<file path="config.mk">
export PLATFORM = sky130hd
export DESIGN_NAME = systolic_result_collector
export DESIGN_NICKNAME = d
export VERILOG_FILES = /design/src/rtl/systolic_result_collector.sv
export SDC_FILE = /design/constraint.sdc
export NUM_CORES = 1
export LEC_CHECK = 0
export CAP_MARGIN = 20
export CORE_AREA = 5 5 305 307
export DETAILED_ROUTE_END_ITERATION = 6
export DIE_AREA = 0 0 310 312
export HOLD_SLACK_MARGIN = 0.06
export PLACE_DENSITY = 0.55
export SLEW_MARGIN = 0
export SYNTH_ARGS = -nofsm -noshare
export SYNTH_HDL_FRONTEND = slang
export SYNTH_SLANG_ARGS = --single-unit
</file>
<file path="constraint.sdc">
create_clock -name clk -period 25.9 [get_ports clk]
set_clock_uncertainty 0.05 [all_clocks]
set_input_delay 3.885 -clock clk [delete_from_list [all_inputs] [get_ports clk]]
set_output_delay 3.885 -clock clk [all_outputs]
set_load 0.02 [all_outputs]
</file>
<file path="src/rtl/systolic_result_collector.sv">
// Captures N_SIZE result rows streamed out of the systolic array, then drains
// the buffered matrix one element per cycle, row-major, over a valid/ready port.
module systolic_result_collector #(
    parameter int DATAWIDTH = 16,
    parameter int N_SIZE    = 5,
    localparam int IW       = (N_SIZE > 1) ? $clog2(N_SIZE) : 1,
    localparam int EW       = 2 * DATAWIDTH
) (
    input  logic                       clk,
    input  logic                       rst,
    input  logic                       valid_in,
    input  logic [N_SIZE-1:0][EW-1:0]  matrix_c_in,
    output logic                       rd_valid,
    input  logic                       rd_ready,
    output logic [EW-1:0]              rd_data,
    output logic [IW-1:0]              rd_row,
    output logic [IW-1:0]              rd_col,
    output logic                       rd_last,
    output logic                       busy,
    output logic                       overflow
);

    localparam logic [IW-1:0] LAST_IDX = IW'(N_SIZE - 1);

    typedef enum logic {
        COLLECT,
        DRAIN
    } state_t;

    state_t        state;
    logic [IW-1:0] wr_row;
    logic [IW-1:0] rd_row_q;
    logic [IW-1:0] rd_col_q;
    logic          ovf_q;
    logic          capture;
    logic          at_last;
    logic          draining;

    logic [EW-1:0] buffer [N_SIZE][N_SIZE];

    assign draining = (state == DRAIN);
    assign capture  = (state == COLLECT) && valid_in;
    assign at_last  = (rd_row_q == LAST_IDX) && (rd_col_q == LAST_IDX);

    always_ff @(posedge clk) begin
        if (rst) begin
            state    <= COLLECT;
            wr_row   <= '0;
            rd_row_q <= '0;
            rd_col_q <= '0;
            ovf_q    <= 1'b0;
        end else begin
            unique case (state)
                COLLECT: begin
                    if (valid_in) begin
                        if (wr_row == LAST_IDX) begin
                            wr_row <= '0;
                            state  <= DRAIN;
                        end else begin
                            wr_row <= wr_row + 1'b1;
                        end
                    end
                end
                DRAIN: begin
                    // Rows arriving while draining are dropped, not queued.
                    if (valid_in) begin
                        ovf_q <= 1'b1;
                    end
                    if (rd_ready) begin
                        if (at_last) begin
                            state    <= COLLECT;
                            rd_row_q <= '0;
                            rd_col_q <= '0;
                        end else if (rd_col_q == LAST_IDX) begin
                            rd_col_q <= '0;
                            rd_row_q <= rd_row_q + 1'b1;
                        end else begin
                            rd_col_q <= rd_col_q + 1'b1;
                        end
                    end
                end
                default: state <= COLLECT;
            endcase
        end
    end

    // Storage is deliberately left out of reset.
    always_ff @(posedge clk) begin
        if (!rst && capture) begin
            for (int j = 0; j < N_SIZE; j++) begin
                buffer[wr_row][j] <= matrix_c_in[j];
            end
        end
    end

    assign rd_valid = draining;
    assign busy     = draining;
    assign overflow = ovf_q;
    assign rd_data  = draining ? buffer[rd_row_q][rd_col_q] : '0;
    assign rd_row   = draining ? rd_row_q : '0;
    assign rd_col   = draining ? rd_col_q : '0;
    assign rd_last  = draining && at_last;

endmodule

</file>
==> metrics.txt, run 1 <==
FF+latch count, synth 814; Site Rows 110; Clk network pwr share 44.1%; post-route setup TNS 0 ns; Hold Startpoint overflow; antenna viol nets, final 0; fin nets 1,920; clock sinks 814; H-tree depth 3; internal power 2.220 mW; setup bufs post-CTS 0; FMAX 0.1138 GHz; Max Fanout on Critical Path 46; Overflow after GRT 0; Yosys Warn Count 0; Rel. slew slack 27.83%; Pleak 11.35 nW; Final Max Tran Viols 0; Crit path required time 21.97 ns; crit path time final 8.787 ns; Reg power frac 53.1%; Comb power frac 2.8%; Post-synth top flop edfxtp_1; die area 96,720 sq um; Post-CTS Resized 0; Startpoint Class flip-flop; Yosys cell types 43; Final Setup Violations 0; drc violations 0; Syn Inst Count 1,503; status finished, final reports clean; I/O Pins 206; fin crit share 33.93%; syn nets 1,673; Max VDD drop 55.43 uV; vias per cell 5.209; Hold Crit Class reg -> reg; r2r startpoint busy; First-pass DRT Iterations 5; Yosys top cell area share 77.05%; P per Cell Area 74.01 nW/um^2; NetSw 561.5 uW; CTS Buf Count 88; reg-to-reg setup timing slack 22.14 ns; Post-synth EDFFs 800; hpwl dp 45.60 mm; Die Ht 312 um; CTS clock-pin slew for the worst setup and hold paths 0.06 ns; GPL Wtd Cong 0.7283; GRT Total Usage 16.11%; DR WL/cell 26.33 um; pin count of the biggest net entering global routing 135; most frequent cells in the layout edfxtp_1 (800), clkdlybuf4s50_1 (205), mux2i_1 (142), mux4_2 (125), clkbuf_16 (89); First DRT Iteration DRCs 1,315; commonest non-fill, non-tap cell in the layout edfxtp_1; arrival time of the worst setup path 4.85 ns; syn_area_per_cell 20.75 sq um; cell taking the most area after synthesis edfxtp_1; sequential share of the synthesized area 77.95%; RSZ-0062 raised after global routing false; WS Path Type reg -> out; initial antenna violation count 18; Clock Tree Root clkbuf_16; Area Growth Syn to Fin 20.53%; CTS tree built; ranking of synthesized cells by area edfxtp_1 (77%), mux4_2 (9.0%), mux2i_1 (4.6%); buffers added on ports 205; sw frac 20.19%; Post-Syn Area 31,180 sq um; Worst Setup End Kind output pin; WHS 0.4416 ns; via count 15,659; Worst Max-Slew Pin Slew 1.083 ns; vias in the first global route 16,424; first-pass GRT wire length 114.5 mm; WL final 79.14 mm; layout cells sized above 1 18.89%; Initial Utilization 34.75%; Die Width 310 um; Final Hold Fails 0; async set-reset flop share out of synthesis 0%; Hold Buf Count CTS 0; Max-Cap Viols 0; clock buffer depth 3; Core Footprint 89,740 sq um; clock latency on the worst-skew pair 0.63 ns
## per-stage QoR
stage / util [%] / cells / power, mW / instance area (sq um) / worst slack [ns]
6_report: 41.88 / 3006 / 2.781 / 37580 / 17.11
5_1_grt: 41.86 / 2999 / 2.879 / 37560 / 16.92
4_1_cts: 41.85 / 2997 / 2.817 / 37560 / 17.00
3_5_place_dp: 38.67 / 2836 / 1.584 / 34700 / 17.70
3_3_place_gp: 38.57 / 2831 / 1.580 / 34610 / 17.73
2_1_floorplan: - / 1503 / 1.533 / 31180 / 10.04
## power groups by stage
stage          Clock (mW)  Sequential [mW]  Combinational (mW)
3_5_place_dp            0             1.51              0.0781
6_report             1.23             1.48              0.0770
3_3_place_gp            0             1.50              0.0762
2_1_floorplan           0             1.51              0.0247
4_1_cts              1.26             1.48              0.0786
5_1_grt              1.32             1.48              0.0832
## logic make-up (layout without fill, tap and decap cells)
logic type	Yosys count	in the layout	synth area share (%)
DFF	814	814	77.95
muxes	295	295	14.60
AOI/OAI and AO/OA	185	185	4.017
and+or+nand+nor	111	111	1.758
buffers and inverters	91	409	1.412
adders and majority gates	6	6	0.2408
xor gates and xnor gates	1	1	0.02810
other	0	9	0
## layout make-up
cell class | count | area [sq um]
fill | 7857 | 52160
clock inverter | 46 | 483.0
antenna | 9 | 22.52
inverter | 7 | 26.28
clock buffer | 115 | 2375
tap | 1176 | 1471
sequential | 814 | 24320
multi-input combinational | 598 | 6496
timing repair buffer | 241 | 2387
## worst max-delay path, cell delays in order, from the launching register on
cell	delay, ns
dfxtp_4	0.72
buf_4	0.74
buf_4	0.76
mux4_2	0.42
mux4_2	0.50
nor2_1	0.13
o22ai_1	0.25
clkdlybuf4s50_1	0.63
## layer usage
metal	GRT usage, %	vias up	share of wire [%]	wire length, um
met5	0	-	0.14	111
met4	4.377	16	2.3	1846
met3	3.542	137	6.2	4903
met2	26.33	489	49	38430
met1	21.99	8231	43	33840
li1	-	6786	-	-
## final timing paths
check	cells after the start	endpoint
max	7	rd_data[9]
min	2	overflow
max reg2reg	5	buffer[3][155]
min reg2reg	2	overflow
## synth_stat cells, drive strengths merged, types with 3 or more instances
cell    instances
mux2i         142
a221oi         15
o32ai           3
and2            7
and3            5
a22o           13
a21oi          38
nand2b          4
ha              6
nor3            3
buf            53
o22ai          10
nor2           21
dfxtp          14
nor4            6
clkbuf         31
a22oi          55
nand2          35
inv             7
o21ai          20
edfxtp        800
a31oi          14
mux2           28
nand3          18
nor2b           3
mux4          125
o211ai         15
## state kept, by name, indices dropped and copies added, names as in the netlist, named ones only
name and flops:
buffer 800, busy 1, overflow 1, rd_col_q 3
rd_row_q 3, wr_row 3
Note: power is estimated with default switching activity, not from simulation.
==> inputs of run 2 (changes only) <==
--- a/config.mk
+++ b/config.mk
@@ -10,7 +10,7 @@
 export DETAILED_ROUTE_END_ITERATION = 6
 export DIE_AREA = 0 0 310 312
 export HOLD_SLACK_MARGIN = 0.06
-export PLACE_DENSITY = 0.55
+export PLACE_DENSITY = 0.57
 export SLEW_MARGIN = 0
 export SYNTH_ARGS = -nofsm -noshare
 export SYNTH_HDL_FRONTEND = slang
==> constraint.sdc (replaced) <==
create_clock -name clk -period 7.3 [get_ports clk]
set_clock_uncertainty 0.05 [all_clocks]
set_input_delay 1.095 -clock clk [delete_from_list [all_inputs] [get_ports clk]]
set_output_delay 1.095 -clock clk [all_outputs]
set_load 0.02 [all_outputs]
==> run 2 against run 1 <==
  * Non-clock buffer count down 8
  * Via count about the same
  * Critical path depth down 1
  * Wire length down 1.3%
  * Sequential power rose to 3.5 times the previous value
  * First-iteration DRC count up 24%
  * Setup slack worse by 15 ns
  * Critical path type unchanged
  * Largest power group unchanged
==> metrics.txt, run 2 (same netlist as run 1, synthesis figures left out) <==
clock buffer depth 3 (unchanged); CTS tree built; Rel. slew slack 30.53% (+2.7 points); GPL Wtd Cong 0.7549 (+3.7%); first-pass GRT wire length 112.5 mm (-1.7%); Crit path required time 6.15 ns (-15.82 ns); Max VDD drop 203.9 uV (+270%); Biggest register buffer; Max Fanout on Critical Path 28 (-39%); clock latency on the worst-skew pair 0.63 ns (about the same); drc violations 0 (unchanged); fin crit share 74.15%; via count 15,654 (-0.032%); Die Width 310 um (unchanged); CP endpoint rd_data[3]; max reg flops 800 (unchanged); layout cells sized above 1 17.55% (-1.3 points); crit path time final 5.413 ns; r2r startpoint busy; Clock Tree Root clkbuf_16; WL final 78.11 mm (-1.3%); most frequent cells in the layout edfxtp_1 (800), clkdlybuf4s50_1 (205), mux2i_1 (142), mux4_2 (125), clkbuf_16 (88); CTS Buf Count 87 (-1.1%); Final Setup Violations 0 (unchanged); reg2reg end buffer[1][91]; reg-to-reg setup timing slack 3.97 ns (-18.17 ns); Final Instance Area 37,450 sq um (-0.35%); clock sinks 814 (unchanged); Overflow after GRT 0 (unchanged); Pleak 11.22 nW (-1.1%); buffers added on ports 205 (unchanged); initial antenna violation count 19 (+1); First DRT Iteration DRCs 1,630 (+24%); hpwl dp 45.81 mm (+0.46%); Site Rows 110 (unchanged); die area 96,720 sq um (unchanged); Worst Setup End Kind output pin; FMAX 0.1847 GHz; vias in the first global route 16,079 (-2.1%); commonest non-fill, non-tap cell in the layout edfxtp_1; vias per cell 5.221 (+0.23%); Final Hold Fails 0 (unchanged); DP Worst Slack 2.531 ns (-15.16 ns); RSZ-0062 raised after global routing false; Area after DPL 34,680 sq um (about the same); worst r2r path cells 4 (-1); fin nets 1,911 (-0.47%); Max-Cap Viols 0 (unchanged); post-route setup TNS 0 ns (unchanged); DR WL/cell 26.05 um (-1.0%); Worst Max-Slew Pin Slew 1.042 ns (-0.04048 ns); Post-CTS Resized 0 (unchanged); Hold Buf Count CTS 0 (unchanged); GRT Total Usage 15.84% (-0.27 points); CTS clock-pin slew for the worst setup and hold paths 0.06 ns (about the same); status finished, final reports clean; Hold Crit Class reg -> reg; WS Path Type reg -> out; antenna viol nets, final 0 (unchanged); setup ws final 1.887 ns (-15.23 ns); I/O Pins 206 (unchanged); pin count of the biggest net entering global routing 130 (-3.7%); Die Ht 312 um (unchanged); Core Footprint 89,740 sq um (unchanged); setup bufs post-CTS 0 (unchanged); First-pass DRT Iterations 5 (unchanged); Final Max Tran Viols 0 (unchanged); Crit. Startpoint rd_col_q[1]; fill count 7,859 (+0.025%); P per Cell Area 259.4 nW/um^2 (+250%); Startpoint Class flip-flop; Initial Utilization 34.75% (unchanged); H-tree depth 3 (unchanged); Area Growth Syn to Fin 20.10%; arrival time of the worst setup path 4.27 ns (-0.58 ns)
==> run 2: changes by cell type in the layout (fill, tap and decap cells not counted), sizes merged <==
cell | previous run | this run
bufinv | 6 | 4
clkinv | 37 | 35
buf | 36 | 28
clkbuf | 115 | 114
diode | 9 | 10
clkinvlp | 0 | 3
inv | 10 | 11
==> run 2: worst max-delay path, stage by stage (launching register included) <==
cell             delay [ns]
dfxtp_2                0.76
buf_4                  0.62
and3b_1                0.84
a22o_1                 0.24
a31oi_1                0.05
o21ai_1                0.43
clkdlybuf4s50_1        0.70
==> run 2: layout make-up <==
| cell class | count | area, sq um | share of cell area [%] |
|---|---|---|---|
| Inverter | 7 | 26.28 | 0.07016 |
| Timing Repair Buffer | 233 | 2362 | 6.308 |
| Tap cell | 1176 | 1471 | 3.929 |
| Multi-Input combinational cell | 598 | 6509 | 17.38 |
| Clock buffer | 114 | 2320 | 6.194 |
| Sequential cell | 814 | 24320 | 64.93 |
| Antenna cell | 10 | 25.02 | 0.06682 |
| Clock inverter | 46 | 419.2 | 1.119 |
==> run 2: worst min-delay path by stage <==
| stage | cells after the start | slack [ns] | to | from |
|---|---|---|---|---|
| 4_1_cts | 2 | 0.43 | overflow | overflow |
| 5_1_grt | 2 | 0.52 | wr_row[2] | wr_row[2] |
| 3_3_place_gp | 2 | 0.40 | overflow | overflow |
| 3_5_place_dp | 2 | 0.42 | overflow | overflow |
| 2_1_floorplan | 2 | 0.44 | rd_col_q[2] | rd_col_q[2] |
| 6_report | 2 | 0.43 | overflow | overflow |
==> run 2: metal layers <==
metal | vias up | share of wire [%] | GRT usage [%]
met2 | 510 | 50 | 26.64
met3 | 112 | 6.2 | 3.339
met5 | - | 0.12 | 0
met1 | 8223 | 42 | 21.51
met4 | 14 | 1.8 | 3.268
li1 | 6795 | - | -
==> run 2: per-stage QoR <==
| stage | power (mW) | util [%] | hold slack [ns] | std cells |
|---|---|---|---|---|
| floorplan | 5.438 | - | 0.4442 | 1503 |
| detailed placement | 5.621 | 38.65 | 0.4177 | 2828 |
| finish | 9.714 | 41.73 | 0.4319 | 2998 |
| global route | 10.04 | 41.71 | 0.5168 | 2990 |
| global placement | 5.611 | 38.65 | 0.4033 | 2828 |
| CTS | 9.820 | 41.70 | 0.4341 | 2988 |
==> run 2: power breakdown <==
| part | switching (mW) | total (mW) | internal (mW) |
|---|---|---|---|
| logic | 0.152 | 0.277 | 0.125 |
| registers | 0.0170 | 5.24 | 5.22 |
| clock network | 1.79 | 4.20 | 2.40 |
| total | 1.96 | 9.71 | 7.75 |
